[src/rtl/pc_branch_unit.sv]
// Program-counter unit: holds the PC, resolves branch/JAL/JALR targets and next-PC,
// with stall, redirect pulses, a misaligned-target trap (EPC capture) and a timed flush.
module pc_branch_unit #(
    parameter int              XLEN         = 32,
    parameter int              IMM_SHIFT    = 1,
    parameter int              ALIGN_BITS   = 2,
    parameter int              INSTR_BYTES  = 4,
    parameter logic [XLEN-1:0] RESET_VECTOR = '0,
    parameter logic [XLEN-1:0] TRAP_VECTOR  = XLEN'(32'h0000_0100),
    parameter int              FLUSH_CYCLES = 2
) (
    input  logic            clk,
    input  logic            rst,
    input  logic            stall,
    input  logic            br_en,
    input  logic            br_taken,
    input  logic            jal_en,
    input  logic            jalr_en,
    input  logic [XLEN-1:0] imm,
    input  logic [XLEN-1:0] rs1,
    output logic [XLEN-1:0] pc_out,
    output logic [XLEN-1:0] link_out,
    output logic [XLEN-1:0] target_out,
    output logic            redirect,
    output logic            flush,
    output logic            misaligned,
    output logic [XLEN-1:0] epc
);

    localparam int              CNT_W    = (FLUSH_CYCLES > 1) ? $clog2(FLUSH_CYCLES) : 1;
    localparam logic [CNT_W-1:0] CNT_INIT = CNT_W'(FLUSH_CYCLES - 1);
    localparam logic [XLEN-1:0] PC_INC   = XLEN'(INSTR_BYTES);

    typedef enum logic {
        ST_RUN,
        ST_FLUSH
    } state_t;

    state_t           state_q;
    logic [CNT_W-1:0] cnt_q;
    logic [XLEN-1:0]  pc_q;
    logic [XLEN-1:0]  epc_q;
    logic             redirect_q;
    logic             flush_q;
    logic             misaligned_q;

    logic [XLEN-1:0]  pcrel;
    logic [XLEN-1:0]  jalr_sum;
    logic [XLEN-1:0]  jalr_t;
    logic [XLEN-1:0]  target;
    logic             take;
    logic             mis;

    // All target arithmetic wraps modulo 2^XLEN; carries are intentionally dropped.
    assign pcrel    = pc_q + (imm << IMM_SHIFT);
    assign jalr_sum = rs1 + imm;
    assign jalr_t   = {jalr_sum[XLEN-1:1], 1'b0};

    always_comb begin
        // NOTE: assign a default before the conditional override so no path infers a latch.
        target = pcrel;
        if (jalr_en) begin
            target = jalr_t;
        end
    end

    assign take = jalr_en | jal_en | (br_en & br_taken);
    assign mis  = take & (|target[ALIGN_BITS-1:0]);

    always_ff @(posedge clk) begin
        // NOTE: sequential state uses non-blocking assignments so every register samples pre-edge values.
        if (rst) begin
            state_q      <= ST_RUN;
            cnt_q        <= '0;
            pc_q         <= RESET_VECTOR;
            epc_q        <= '0;
            redirect_q   <= 1'b0;
            flush_q      <= 1'b0;
            misaligned_q <= 1'b0;
        end else begin
            redirect_q   <= 1'b0;
            misaligned_q <= 1'b0;
            case (state_q)
                ST_RUN: begin
                    if (!stall) begin
                        if (mis) begin
                            pc_q         <= TRAP_VECTOR;
                            epc_q        <= pc_q;
                            misaligned_q <= 1'b1;
                            flush_q      <= 1'b1;
                            cnt_q        <= CNT_INIT;
                            state_q      <= ST_FLUSH;
                        end else if (take) begin
                            pc_q       <= target;
                            redirect_q <= 1'b1;
                        end else begin
                            pc_q <= pc_q + PC_INC;
                        end
                    end
                end
                ST_FLUSH: begin
                    // Stall and control inputs are ignored; the PC stays parked on the trap vector.
                    if (cnt_q == '0) begin
                        state_q <= ST_RUN;
                        flush_q <= 1'b0;
                    end else begin
                        cnt_q <= cnt_q - CNT_W'(1);
                    end
                end
                default: state_q <= ST_RUN;
            endcase
        end
    end

    assign pc_out     = pc_q;
    assign link_out   = pc_q + PC_INC;
    assign target_out = target;
    assign redirect   = redirect_q;
    assign flush      = flush_q;
    assign misaligned = misaligned_q;
    assign epc        = epc_q;

endmodule

[config.mk]
export PLATFORM = sky130hd
export DESIGN_NAME = pc_branch_unit
export DESIGN_NICKNAME = d
export VERILOG_FILES = /design/src/rtl/pc_branch_unit.sv
export SDC_FILE = /design/constraint.sdc
export NUM_CORES = 1
export LEC_CHECK = 0
export BUFFER_PORTS_ARGS = -buffer_cell sky130_fd_sc_hd__buf_2
export CAP_MARGIN = 20
export CORE_UTILIZATION = 35
export CTS_BUF_LIST = sky130_fd_sc_hd__clkbuf_8
export CTS_CLUSTER_SIZE = 8
export DETAILED_ROUTE_END_ITERATION = 10
export PLACE_DENSITY = 0.65
export REMOVE_ABC_BUFFERS = 1
export SETUP_SLACK_MARGIN = 0.5
export SYNTH_ARGS = -nofsm -noshare
export SYNTH_HDL_FRONTEND = slang
export SYNTH_SLANG_ARGS = --single-unit
[constraint.sdc]
create_clock -name clk -period 8.21 [get_ports clk]
set_input_delay 0 -clock clk [delete_from_list [all_inputs] [get_ports clk]]
set_output_delay 0 -clock clk [all_outputs]
set_load 0.02 [all_outputs]
==> key figures, run 1 <==
Clock tree
  • Post-CTS Resized: 0
  • Worst skew pair latency: 0.37 ns
  • Clk buf depth: 2
  • CTS Root Cell: clkbuf_8
  • Setup bufs post-CTS: 0
  • TritonCTS clock tree: done
  • CTS buffer count: 9
  • H-tree levels: 3
  • Clock sink total: 69
  • Hold bufs inserted after CTS: 0
  • Reg clk slew, reported paths: 0.08 ns

Critical path
  • WS Path Type: flip-flop to primary output
  • Crit-path cells: ha_1 > nand4_1 > nor4_1 > o211ai_1 > a31oi_1 > o221ai_1 > a211oi_1 > xor2_1 > nor2_1 > a21oi_1 > buf_2
  • Reg2Reg Launch Point: pc_out[1]$_SDFFE_PP0P_
  • Crit-path max FO: 8
  • CP peak stage delay: 0.45 ns
  • Required time of the critical path: 8.21 ns
  • CP top delay family: compound AO/OA/AOI/OAI gates
  • Critical path arrival: 3.42 ns
  • Startpoint Class: flip-flop
  • CP max stage cell: ha_1
  • Reg-to-reg endpoint: pc_out[21]$_SDFFE_PP0P_
  • Reg2reg setup slack: 5.28 ns
  • R2R cell count: 11
  • WP buf/inv: 1
  • CP Capture Type: primary output

Floorplan
  • IO Count: 202
  • Core footprint: 19000 sq um
  • Die H: 142 um
  • Die footprint: 20200 sq um
  • Initial Utilization: 36.2%
  • Die Wd: 142 um
  • Number of cell rows: 50

GRT
  • Initial antenna violation count: 0
  • Met2 usage: 35.8%
  • GR Util met1: 33.9%
  • Routing usage on met3: 2.46%
  • Wire length of the first global-routing pass: 36.8 mm
  • All-Layer GR Usage: 23.4%
  • Grt total ovfl: 0
  • Number of global-route vias before repair: 6654
  • Most used routing layer: met2
  • Pin count of the biggest net entering global routing: 51

Finish
  • FF+latch area: 1380 sq um
  • Most common cell after layout, fill and taps aside: buf_2
  • Fillers: 2021
  • Final net count: 1237
  • Diode count: 0
  • Multi-input logic area: 5220 sq um
  • Post-route cell area: 8240 sq um
  • Area growth, synth to finish: 20.1%
  • Most frequent cells in the layout: buf_2, nand2_1, a21oi_1
  • Layout cells sized above 1: 23.1%

Synthesis
  • Number of synthesized flops with an enable pin: 0
  • Yosys reg bits: 69
  • Synth warn: 0
  • Post-Syn Instances: 930
  • Register area share after synthesis: 20.1%
  • Main synth FF type: dfxtp_1
  • Area of the mapped netlist: 6860 sq um
  • Syn_area_per_cell: 7.37 sq um
  • Netlist cell types: 77
  • Ys async rst share: 0%

Place
  • PortBufs: 201
  • Placed cell area: 8060 sq um
  • Routability congestion estimate: 0.915
  • Dpl hpwl: 19.4 mm

Routing
  • DR vias: 7429
  • Drt drc: 0
  • Routed len/inst: 17.5 um
  • Total routed wirelength: 23.9 mm
  • Drt first pass iters: 5
  • Starting DRT DRC Count: 563
  • Via density: 5.43
  • Number of nets still failing antenna checks after routing: 0

Power
  • Maximum VDD drop: 0.0725 mV
  • Power per cell area: 154 nW/um^2
  • Leak: 3.87 nW

STA
  • Max Clk Rate: 292 MHz
  • Fin crit period: 3.42 ns
  • Hold Slack: 0.0881 ns
  • Worst-Margin Slew: 0.585 ns
  • Worst Skew: 0.0151 ns
  • Slew Viols, Final: 0
  • Period utilisation layout: 41.7%
  • Final setup viols: 0
  • RSZ-0062 raised after global routing: false
  • Final hold vios: 0
  • Fin Setup TNS: 0 ns
  • Worst rel slew slack: 60.8%

Hold path
  • Hold WC Path Type: primary input to flip-flop
  • Hold_sp: stall
  • Worst Hold End: pc_out[8]$_SDFFE_PP0P_
  • Hold-critical path depth: 4

Job
  • Maximum Capacitance Violations: 0

Run status
  • Status: completed
## through the flow
stage | setup slack (ns) | std cells | util [%] | total power, mW
floorplan | 5.23 | 882 | - | 0.801
global placement | 5.29 | 1352 | 42.5 | 1.01
detailed placement | 5.25 | 1352 | 42.5 | 1.01
CTS | 4.84 | 1368 | 43.4 | 1.27
global route | 4.66 | 1368 | 43.4 | 1.34
finish | 4.79 | 1368 | 43.4 | 1.27
## worst max-delay path by stage
stage	cells past startpoint	endpoint	from	slack, ns
2_1_floorplan	10	pc_out[31]$_SDFFE_PP0P_	pc_out[1]$_SDFFE_PP0P_	5.23
3_3_place_gp	11	target_out[28]	pc_out[17]$_SDFFE_PP0P_	5.29
3_5_place_dp	11	target_out[28]	pc_out[14]$_SDFFE_PP0P_	5.25
4_1_cts	11	target_out[28]	pc_out[14]$_SDFFE_PP0P_	4.84
5_1_grt	11	target_out[28]	pc_out[14]$_SDFFE_PP0P_	4.66
6_report	11	target_out[28]	pc_out[14]$_SDFFE_PP0P_	4.79
## sequential cells by signal, summed over array words and instances (netlist names)
name,flops
epc,32
redirect,1
pc_out,32
cnt_q,1
flush,1
misaligned,1
state_q,1
## metal layers
layer | vias to the layer above | part of all wire (%)
li1 | 3712 | -
met1 | 3442 | 49
met2 | 239 | 43
met3 | 36 | 5.0
met4 | 0 | 2.7
met5 | - | 0
## power by group
part | internal, mW | switching (mW) | leakage, nW
combinational | 0.228 | 0.396 | 3.22
sequential | 0.353 | 0.0372 | 0.561
clock | 0.110 | 0.144 | 0.0856
total | 0.692 | 0.577 | 3.87
## cell type report
class / instances / area share, %
clock inverter: 7 / 0.623
timing repair buffer: 210 / 13.0
sequential: 69 / 16.8
multi-input combinational: 796 / 63.3
clock buffer: 9 / 1.50
inverter: 17 / 0.775
tap: 260 / 3.95
## synthesized netlist by cell type (5+ instances only)
cell type	n	area share, %
nand2_1	144	7.9
a21oi_1	108	7.9
dfxtp_1	69	20
ha_1	61	11
o21ai_0	61	4.5
nor2_1	59	3.2
xnor2_1	48	6.1
xor2_1	34	4.3
clkbuf_1	33	1.8
a21o_1	30	3.3
nand3_1	26	1.9
inv_1	17	0.93
nor3_1	17	1.2
nand4_1	15	1.4
nor2b_1	15	1.4
mux2i_1	12	1.8
a211oi_1	11	1.2
and2_1	10	0.91
buf_2	10	0.73
o21bai_1	10	1.1
and3_1	9	0.82
o211ai_1	7	0.77
a31oi_1	6	0.55
and4_1	6	0.77
mux2_2	6	0.99
o21ai_1	6	0.44
o22ai_1	6	0.55
a211o_1	5	0.64
nand2b_1	5	0.46
nor4_1	5	0.46
## cells by family (layout without fill, tap and decap cells)
family	count (synthesis)	after routing	share of synthesized area, %
AND/OR/NAND/NOR	331	331	22.6
AO/OA/AOI/OAI	302	302	28.5
XOR/XNOR	82	82	10.5
flip-flops	69	69	20.1
buffers and inverters	65	243	3.87
adder cells (fa/ha/maj)	63	63	11.7
multiplexers	18	18	2.74
## worst reg2reg max path, cell delays in order, from the launching register on
cell and delay [ns]:
dfxtp_1 0.36, ha_1 0.23, fa_1 0.42, a211oi_1 0.31
o21bai_1 0.13, and3_1 0.23, o21ai_0 0.24, o211ai_1 0.23
xnor2_1 0.19, o21ai_0 0.16, nand2_1 0.07, a32o_1 0.24
No activity file was read; power rests on OpenSTA's default activity.
==> run 2: changes to the inputs <==
PLACE_DENSITY = 0.67   (was 0.65)
clock period = 3 ns   (was 8.21 ns; I/O delays follow)
==> key figures, run 2 (synthesized netlist as in run 1, its figures left out) <==
Finish
  • Final net count: 1325
  • Most frequent cells in the layout: buf_2, nand2_1, a21oi_1
  • Layout cells sized above 1: 37.5%
  • Area growth, synth to finish: 43.7%
  • Most common cell after layout, fill and taps aside: buf_2

GRT
  • Initial antenna violation count: 1
  • Pin count of the biggest net entering global routing: 44
  • All-Layer GR Usage: 25.3%
  • Number of global-route vias before repair: 7472
  • Grt total ovfl: 0
  • Wire length of the first global-routing pass: 39.6 mm

Routing
  • Via density: 5.60
  • Routed len/inst: 19.0 um
  • Number of nets still failing antenna checks after routing: 0
  • Drt drc: 0
  • Total routed wirelength: 27.6 mm
  • DR vias: 8157
  • Starting DRT DRC Count: 728
  • Drt first pass iters: 6

Critical path
  • CP Capture Type: primary output
  • Startpoint Class: flip-flop
  • WS Path Type: flip-flop to primary output
  • Crit-path max FO: 4
  • Required time of the critical path: 3.00 ns
  • Critical path arrival: 3.07 ns

STA
  • Final hold vios: 0
  • Worst rel slew slack: 36.6%
  • Max Clk Rate: 326 MHz
  • Period utilisation layout: 102%
  • Worst Skew: 0.00703 ns
  • Slew Viols, Final: 0
  • Worst-Margin Slew: 0.950 ns
  • RSZ-0062 raised after global routing: true
  • Fin worst setup slack: -0.0668 ns
  • Final setup viols: 3
  • Fin crit period: 3.07 ns
  • Fin Setup TNS: -0.119 ns

Run status
  • Status: finished with violations
  • Failing checks: setup timing

Floorplan
  • Initial Utilization: 36.2%
  • Die H: 142 um
  • Die Wd: 142 um
  • Die footprint: 20200 sq um
  • IO Count: 202
  • Number of cell rows: 50
  • Core footprint: 19000 sq um

Clock tree
  • Reg clk slew, reported paths: 0.08 ns
  • Worst skew pair latency: 0.36 ns
  • Clk buf depth: 2
  • TritonCTS clock tree: done
  • H-tree levels: 3
  • Clock sink total: 69
  • CTS Root Cell: clkbuf_8
  • CTS buffer count: 9

Power
  • Maximum VDD drop: 0.196 mV
  • Power per cell area: 423 nW/um^2
  • Leak: 4.54 nW
  • Total Power: 4.17 mW

Place
  • Routability congestion estimate: 0.947
  • Dpl hpwl: 19.9 mm
  • PortBufs: 201

Hold path
  • Hold WC Path Type: primary input to flip-flop

Job
  • Maximum Capacitance Violations: 0
-- run 2: layout make-up --
class                   count  area (sq um)
diodes                      1          2.50
clock buffers              12           165
clock inverters             4          46.3
fillers                  1783          9100
inverters                  17          63.8
multi-input cells         796          5920
flip-flops and latches     69          1410
well taps                 260           325
repair buffers            298          1930
-- run 2: report_power, final --
part	leakage, nW	internal [mW]	switching [mW]
clock	0.110	0.448	0.368
combinational	3.86	0.975	1.34
sequential	0.568	0.971	0.0727
total	4.54	2.39	1.78
-- run 2: worst paths after layout --
path,startpoint,to,slack [ns],cells past startpoint
worst min-delay path,stall,pc_out[8]$_SDFFE_PP0P_,0.07,4
worst max register to register,pc_out[15]$_SDFFE_PP0P_,pc_out[24]$_SDFFE_PP0P_,0.08,14
worst min register to register,epc[22]$_SDFFE_PP0P_,epc[22]$_SDFFE_PP0P_,0.45,2
worst max-delay path,pc_out[15]$_SDFFE_PP0P_,target_out[24],-0.07,12
-- run 2: repair_timing --
action,in CTS,in global routing
buffers inserted,41,15
pin swaps,44,41
hold endpoints to repair,3,0
hold buffers,1,0
gates resized for setup,115,102
endpoints found under the setup margin,44,48
-- run 2: worst max-delay path, cell delays in order, from the launching register on --
cell,delay [ns]
dfxtp_2,0.36
ha_4,0.22
buf_6,0.12
a21o_1,0.16
a21o_1,0.19
o41ai_2,0.44
a31oi_2,0.18
buf_4,0.17
buf_6,0.10
o22ai_2,0.14
xor2_1,0.24
mux2i_1,0.18
buf_4,0.21
-- run 2: through the flow --
stage	instances	hold slack, ns	cell area [sq um]	util (%)	setup slack, ns
2_1_floorplan	882	0.0691	6660	-	0.0206
3_3_place_gp	1383	0.324	8310	43.8	0.151
3_5_place_dp	1383	0.325	8310	43.8	0.0833
4_1_cts	1441	0.0547	9330	49.2	0.0680
5_1_grt	1457	0.113	9860	52.0	-0.138
6_report	1457	0.0669	9860	52.0	-0.0668
-- run 2: layer usage --
metal | part of all wire (%) | GRT usage, % | vias to the layer above
met5 | 0 | 0 | -
met4 | 5.9 | 14.3 | 0
met3 | 7.3 | 2.62 | 124
met2 | 45 | 39.3 | 430
met1 | 42 | 34.0 | 3712
li1 | - | - | 3891
